### config.mk
export PLATFORM = sky130hd
export DESIGN_NAME = timer
export DESIGN_NICKNAME = d
export VERILOG_FILES = /design/src/rtl/timer.sv
export SDC_FILE = /design/constraint.sdc
export NUM_CORES = 1
export LEC_CHECK = 0
export CAP_MARGIN = 20
export CORE_MARGIN = 1
export CORE_UTILIZATION = 28
export DETAILED_ROUTE_END_ITERATION = 12
export SLEW_MARGIN = 25
export SYNTH_ARGS = -nofsm -noshare
export SYNTH_HDL_FRONTEND = slang
export SYNTH_SLANG_ARGS = --single-unit
### constraint.sdc
create_clock -name clock -period 4.05 [get_ports clock]
set_input_delay 1.0125 -clock clock [delete_from_list [all_inputs] [get_ports clock]]
set_output_delay 1.0125 -clock clock [all_outputs]
set_load 0.005 [all_outputs]
### src/rtl/timer.sv
// DMG-style timer/divider: free-running 16-bit system counter (DIV), TIMA/TMA/TAC
// registers on the CPU bus, TIMA overflow reload and level timer interrupt request.
module timer (
  input  logic        clock,
  input  logic        reset_n,
  input  logic [15:0] A,
  input  logic [7:0]  Di,
  output logic [7:0]  Do,
  input  logic        wr_n,
  input  logic        rd_n,
  input  logic        cs,
  output logic        int_req,
  input  logic        int_ack
);

  localparam logic [15:0] DIV_ADDR  = 16'hFF04;
  localparam logic [15:0] TIMA_ADDR = 16'hFF05;
  localparam logic [15:0] TMA_ADDR  = 16'hFF06;
  localparam logic [15:0] TAC_ADDR  = 16'hFF07;

  logic [15:0] sys_cnt_q, sys_cnt_d;
  logic [7:0]  tima_q, tima_d;
  logic [7:0]  tma_q, tma_d;
  logic [2:0]  tac_q, tac_d;
  logic        tick_d_q;
  logic        int_req_q, int_req_d;
  logic [7:0]  rdata_q, rdata_d;

  logic wr_en, rd_en;
  logic wr_div, wr_tima, wr_tma, wr_tac;
  logic tick_sel, tick_in, tick_fall, overflow;

  // A simultaneous read and write is treated as a write only.
  assign wr_en   = cs & ~wr_n;
  assign rd_en   = cs & ~rd_n & wr_n;
  assign wr_div  = wr_en & (A == DIV_ADDR);
  assign wr_tima = wr_en & (A == TIMA_ADDR);
  assign wr_tma  = wr_en & (A == TMA_ADDR);
  assign wr_tac  = wr_en & (A == TAC_ADDR);

  always_comb begin
    unique case (tac_q[1:0])
      2'b00:   tick_sel = sys_cnt_q[9];
      2'b01:   tick_sel = sys_cnt_q[3];
      2'b10:   tick_sel = sys_cnt_q[5];
      default: tick_sel = sys_cnt_q[7];
    endcase
  end

  // Pure falling-edge detect: DIV resets and TAC changes can also produce an increment.
  assign tick_in   = tick_sel & tac_q[2];
  assign tick_fall = tick_d_q & ~tick_in;

  always_comb begin
    sys_cnt_d = wr_div ? 16'h0000 : sys_cnt_q + 16'd1;
    tma_d     = wr_tma ? Di : tma_q;
    tac_d     = wr_tac ? Di[2:0] : tac_q;
    tima_d    = tima_q;
    overflow  = 1'b0;
    if (wr_tima) begin
      tima_d = Di;
    end else if (tick_fall) begin
      if (tima_q == 8'hFF) begin
        tima_d   = tma_d;
        overflow = 1'b1;
      end else begin
        tima_d = tima_q + 8'd1;
      end
    end
  end

  always_comb begin
    int_req_d = int_req_q;
    if (overflow) begin
      int_req_d = 1'b1;
    end else if (int_ack) begin
      int_req_d = 1'b0;
    end
  end

  always_comb begin
    rdata_d = rdata_q;
    if (rd_en) begin
      unique case (A)
        DIV_ADDR:  rdata_d = sys_cnt_q[15:8];
        TIMA_ADDR: rdata_d = tima_q;
        TMA_ADDR:  rdata_d = tma_q;
        TAC_ADDR:  rdata_d = {5'b11111, tac_q};
        default:   rdata_d = 8'hFF;
      endcase
    end
  end

  always_ff @(posedge clock or negedge reset_n) begin
    if (!reset_n) begin
      sys_cnt_q <= 16'h0000;
      tima_q    <= 8'h00;
      tma_q     <= 8'h00;
      tac_q     <= 3'b000;
      tick_d_q  <= 1'b0;
      int_req_q <= 1'b0;
      rdata_q   <= 8'hFF;
    end else begin
      sys_cnt_q <= sys_cnt_d;
      tima_q    <= tima_d;
      tma_q     <= tma_d;
      tac_q     <= tac_d;
      tick_d_q  <= tick_in;
      int_req_q <= int_req_d;
      rdata_q   <= rdata_d;
    end
  end

  assign Do      = cs ? rdata_q : 8'hFF;
  assign int_req = int_req_q;

endmodule

==> results of run 1 <==
==> cells by family (layout without fill, tap and decap cells) <==
logic type | count (synthesis) | in the layout | synth area share (%)
multiplexers | 13 | 13 | 6.75
AND/OR/NAND/NOR | 107 | 107 | 25.0
flip-flops | 45 | 45 | 47.5
AO/OA/AOI/OAI | 44 | 44 | 11.9
adder cells (fa/ha/maj) | 2 | 2 | 1.05
XOR/XNOR | 16 | 16 | 5.86
buffers and inverters | 9 | 48 | 1.83
==> metrics by stage <==
| stage | instance area [um^2] | cells | power, mW | hold slack [ns] |
|---|---|---|---|---|
| after global routing | 2950 | 380 | 0.837 | 0.531 |
| final | 2950 | 380 | 0.802 | 0.497 |
| after detailed placement | 2860 | 372 | 0.528 | 0.489 |
| after floorplan | 2390 | 236 | 0.483 | 0.468 |
| after global placement | 2860 | 372 | 0.527 | 0.492 |
| after CTS | 2950 | 380 | 0.815 | 0.501 |
==> flip-flops by register name, indices dropped and copies added (netlist names) <==
name and cells:
int_req 1, rdata_q 8, sys_cnt_q 16, tac_q 3
tick_d_q 1, tima_q 8, tma_q 8
==> worst paths after layout <==
check / start / end / slack [ns] / cells past startpoint
max: cs / Do[2] / 0.75 / 3
max reg2reg: tac_q[1]$_DFFE_PN0P_ / tima_q[7]$_DFFE_PN0P_ / 1.88 / 6
min: rdata_q[6]$_DFFE_PN1P_ / rdata_q[6]$_DFFE_PN1P_ / 0.50 / 2
min in group asynchronous: reset_n / tima_q[5]$_DFFE_PN0P_ / 0.72 / 1
max in group asynchronous: reset_n / tma_q[2]$_DFF_PN0_ / 2.95 / 1
min reg2reg: rdata_q[6]$_DFFE_PN1P_ / rdata_q[6]$_DFFE_PN1P_ / 0.50 / 2
==> area by class of cell <==
cell class,instances,area [um^2]
well taps,105,131
multi-input cells,182,1210
fillers,851,5310
repair buffers,38,378
inverters,2,7.51
clock buffers,8,90.1
flip-flops and latches,45,1140
==> report_power, final <==
| group | internal (mW) | leakage, nW | switching, mW |
|---|---|---|---|
| Clock | 0.139 | 0.0455 | 0.144 |
| Sequential | 0.455 | 0.571 | 0.00539 |
| Combinational | 0.0320 | 0.570 | 0.0265 |
==> worst register-to-register path: cells and delay by family (launching register included) <==
kind	cells	cell delay, ns
AND/OR/NAND/NOR	4	0.89
flip-flops	1	0.41
AO/OA/AOI/OAI	1	0.25
multiplexers	1	0.51
==> routing by layer <==
| layer | up-vias | part of all wire (%) | track usage (%) |
|---|---|---|---|
| met5 | - | 0 | 0 |
| met4 | 0 | 1.0 | 3.85 |
| met3 | 6 | 5.8 | 2.90 |
| met2 | 50 | 44 | 21.1 |
| met1 | 924 | 49 | 19.4 |
| li1 | 933 | - | - |
==> layout by cell type (no fill, tap or decap), types with 2 or more instances in the layout <==
cell type	count
a21oi_1	11
a222oi_1	2
a22oi_1	8
a31oi_1	9
and2_1	2
and2b_4	2
and3_1	4
and3_2	2
and4_1	2
clkbuf_1	2
clkbuf_8	6
clkdlybuf4s50_1	37
dfrtp_1	37
dfstp_2	8
ha_1	2
inv_1	2
mux2_2	11
nand2_1	17
nand2b_1	10
nand3_1	14
nand4_1	6
nor2_1	32
nor2b_1	2
nor3_1	3
o21ai_0	4
o22ai_1	4
o31ai_1	2
or3_1	2
xnor2_1	4
xor2_1	12
==> out/summary.txt, run 1 <==
Initial Util: 28.9%
Worst-Margin Slew: 0.570 ns
Worst Path Arrival: 2.29 ns
Clk_skew: 0.00409 ns
CP startpoint kind: input port
Largest net degree at the start of global routing: 46
Global-route wire length before repair: 9450 um
Syn Area/Cell: 10.1 um^2
Full die area: 8910 um^2
Synth warn: 0
Crit path max fanout: 10
Min-Delay Path Class: flip-flop to flip-flop
Sequential area share after synthesis: 47.5%
# rows: 33
CTS Buf Count: 5
H-tree depth: 2
# port buffers: 38
Die H: 94.4 um
P_leak: 1.19 nW
Ports: 39
Post-synth EDFFs: 0
Die Wd: 94.4 um
Synth top cells by count: 37 x dfrtp_1, 32 x nor2_1, 17 x nand2_1, 14 x nand3_1, 12 x xor2_1
1st-iter DRT viols: 152
Slew Limit Fails: 0
Mapped cell area: 2390 um^2
Maximum vdd drop: 132 uV
TritonCTS clock tree: yes
Util after Layout: 35.8%
Final Hold Fails: 0
Share of cells above drive strength 1: 13.8%
Slowest stage delay, CP: 0.59 ns
Post-CTS Resized: 0
Post-synth top area share: 38.7%
Gr usage total: 13.7%
RSZ-0062 raised after global routing: no
Slew margin rel.: 62.0%
Number of global-route vias before repair: 1927
Status: finished clean
Routed Antenna Nets: 0
Vias per cell: 5.03
Primary FF master, synth: dfrtp_1
Slowest cell on crit path: clkdlybuf4s50_1
Post-synth cell types: 45
Postcts setup bufs: 0
Setup ws final: 0.751 ns
GP Congestion: 0.841
Syn Nets: 268
Seq cells post-synth: 45
Clock transition at the registers of the reported paths: 0.08 ns
Crit path kind: input port to primary output
Routed vias: 1913
Crit path max-delay family: buffers and inverters
Max Cap Viol: 0
Routed len/inst: 14.8 um
Setup WS pre-CTS: 0.701 ns
CP Capture Type: primary output
Most common cell in the synthesized netlist: dfrtp_1
Drt pass-1 iters: 4
Clk root buf: clkbuf_8
Fmax: 303 MHz
CP bufs+invs: 2
PwrDens: 271 nW/um^2
CP Cell Sequence: clkdlybuf4s50_1 > nand2b_1 > clkdlybuf4s50_1
Final setup fails: 0
Crit path top cell by count: clkdlybuf4s50_1
Syn Inst Count: 236
Hpwl dp: 4190 um
Clk Latency, worst-skew pair: 0.29 ns
Async set-reset flop share out of synthesis: 100%
WL final: 5610 um
Post-CTS Hold Fix Bufs: 0
Bufs on Longest Clock Path: 2
CTS sink count: 45
Largest area contributor in the netlist: dfrtp_1
Core Region: 8260 um^2
Area grow syn2layout: 23.6%
Grt total ovfl: 0
Fin nets: 306
Initial antenna violation count: 0
Setup_tns: 0 ns
Final min period: 3.30 ns
DRC viols: 0
Diode count: 0
Ranking of synthesized cells by area: dfrtp_1 39%, dfstp_2 8.8%, mux2_2 5.2%
Req. time, crit path: 3.04 ns
Crit share post-route: 81.5%
Power figures use the tool's default switching activity.
==> inputs of run 2 (changes only) <==
clock period = 3.2 ns   (was 4.05 ns; I/O delays follow)
==> out/summary.txt, run 2 (same netlist as run 1, synthesis figures left out) <==
Global-route wire length before repair: 9380 um (-0.73%)
Metal2 WL: 2410 um (-3.0%)
Post-CTS Resized: 0 (unchanged)
Postcts setup bufs: 0 (unchanged)
Routed Antenna Nets: 0 (unchanged)
Final setup fails: 0 (unchanged)
1st-iter DRT viols: 208 (+37%)
Final min period: 2.86 ns
Wire length on met3: 360 um (+11%)
Clock transition at the registers of the reported paths: 0.08 ns (about the same)
Worst Setup SP: cs
Initial Util: 28.9% (unchanged)
Util after Layout: 36.4% (+0.68 points)
Final Hold Fails: 0 (unchanged)
Seq pwr share: 53.0% (-4.4 points)
Max Cap Viol: 0 (unchanged)
Post-CTS Hold Fix Bufs: 0 (unchanged)
CP Capture Type: primary output
Req. time, crit path: 2.40 ns (-0.64 ns)
R2R Path Start: tac_q[1]$_DFFE_PN0P_
Clk Latency, worst-skew pair: 0.29 ns (about the same)
Die H: 94.4 um (unchanged)
WL final: 5570 um (-0.82%)
FF-to-FF path depth: 5 (-1)
Crit path top cell by count: clkdlybuf4s50_1
Slew margin rel.: 62.2% (+0.21 points)
Grt total ovfl: 0 (unchanged)
# port buffers: 38 (unchanged)
# rows: 33 (unchanged)
CTS sink count: 45 (unchanged)
Top layer in use: met4
P_int: 872 uW (+39%)
Crit path max fanout: 10 (unchanged)
Core Region: 8260 um^2 (unchanged)
Fmax: 350 MHz
Fin nets: 310 (+1.3%)
Maximum vdd drop: 163 uV (+23%)
Switching share of power: 20.6% (-1.3 points)
CTS Buf Count: 5 (unchanged)
GP Congestion: 0.824 (-2.1%)
PwrDens: 365 nW/um^2 (+34%)
RSZ-0062 raised after global routing: no
Diode count: 0 (unchanged)
Worst Path Arrival: 2.06 ns (-0.23 ns)
Crit path kind: input port to primary output
P_leak: 1.22 nW (+2.8%)
Share of cells above drive strength 1: 15.4% (+1.6 points)
Slowest stage delay, CP: 0.59 ns (about the same)
CP startpoint kind: input port
Min Hold Slack: 0.496 ns (-0.00165 ns)
Hpwl dp: 4140 um (-1.3%)
Largest net degree at the start of global routing: 46 (unchanged)
Worst-Margin Slew: 0.567 ns (-0.00323 ns)
Worst R2R End: tima_q[0]$_DFFE_PN0P_
Clk root buf: clkbuf_8
Biggest register: sys_cnt_q
TritonCTS clock tree: yes
Die Wd: 94.4 um (unchanged)
Slew Limit Fails: 0 (unchanged)
Gr usage total: 13.5% (-0.23 points)
Post-route cell area: 3010 um^2 (+1.9%)
Most frequent cells in the layout: 37 x clkdlybuf4s50_1, 37 x dfrtp_1, 32 x nor2_1, 17 x nand2_1, 14 x nand3_1
Area grow syn2layout: 25.9%
Setup_tns: 0 ns (unchanged)
Ports: 39 (unchanged)
Min-Delay Path Class: input port to async pin
FF-to-FF setup slack: 1.10 ns (-0.78 ns)
Crit share post-route: 89.4%
Psw: 226 uW (+29%)
Drt pass-1 iters: 4 (unchanged)
Vias per cell: 4.98 (-1.1%)
WL met1: 2710 um (-1.3%)
Clk_skew: 0.00532 ns (+0.00123 ns)
Largest register FFs: 16 (unchanged)
Slowest cell on crit path: clkdlybuf4s50_1
Bufs on Longest Clock Path: 2 (unchanged)
Initial antenna violation count: 0 (unchanged)
Routed vias: 1911 (-0.10%)
Placed cell area: 2890 um^2 (+1.0%)
CP endpoint: Do[1]
H-tree depth: 2 (unchanged)
DRC viols: 0 (unchanged)
Full die area: 8910 um^2 (unchanged)
Combinational Power Share: 6.9% (-0.4 points)
CP Cell Sequence: clkdlybuf4s50_1 > nand2b_1 > clkdlybuf4s50_1
Routed len/inst: 14.5 um (-1.9%)
Clock network power share: 40.1% (+4.8 points)
Status: finished clean
Number of global-route vias before repair: 1896 (-1.6%)
-- run 2: cell count changes in the layout (fill, tap and decap cells not counted), sizes merged --
cell	before	now
clkbuf	8	7
buf	1	5
bufinv	0	1
-- run 2: per-stage QoR --
step                setup WS (ns)  power [mW]  std cells
detailed placement          0.208       0.669        376
global route                0.254        1.15        384
floorplan                   0.697       0.612        236
finish                      0.339        1.10        384
global placement            0.236       0.668        376
CTS                         0.308        1.11        384
-- run 2: final cells by class --
class / instances / area (um^2)
fill: 834 / 5250
multi-input combinational: 182 / 1210
sequential: 45 / 1140
timing repair buffer: 42 / 408
tap: 105 / 131
clock buffer: 7 / 86.3
clock inverter: 1 / 30.0
inverter: 2 / 7.51
-- run 2: worst min-delay path by stage --
stage	from	end	slack (ns)	cells after the start
3_3_place_gp	rdata_q[7]$_DFFE_PN1P_	rdata_q[7]$_DFFE_PN1P_	0.49	2
3_5_place_dp	rdata_q[6]$_DFFE_PN1P_	rdata_q[6]$_DFFE_PN1P_	0.49	2
4_1_cts	rdata_q[6]$_DFFE_PN1P_	rdata_q[6]$_DFFE_PN1P_	0.50	2
5_1_grt	rdata_q[6]$_DFFE_PN1P_	rdata_q[6]$_DFFE_PN1P_	0.51	2
2_1_floorplan	sys_cnt_q[0]$_DFF_PN0_	sys_cnt_q[0]$_DFF_PN0_	0.47	1
6_report	reset_n	tma_q[5]$_DFF_PN0_	0.50	1
-- run 2: metal layers --
layer  up-vias  GRT usage [%]
met5         -              0
met3         8           3.62
met2        59           19.7
met1       900           19.3
li1        944              -
met4         0           4.23
-- run 2: worst max-delay path, delay by kind of cell --
kind,cells,cell delay [ns]
AND/OR/NAND/NOR,1,0.15
buffers and inverters,2,1.11
-- run 2: power groups by stage --
stage | registers, mW | clock network [mW] | logic, mW
detailed placement | 0.593 | 0 | 0.0760
floorplan | 0.592 | 0 | 0.0204
CTS | 0.582 | 0.455 | 0.0766
global route | 0.583 | 0.481 | 0.0830
finish | 0.582 | 0.441 | 0.0753
global placement | 0.593 | 0 | 0.0752
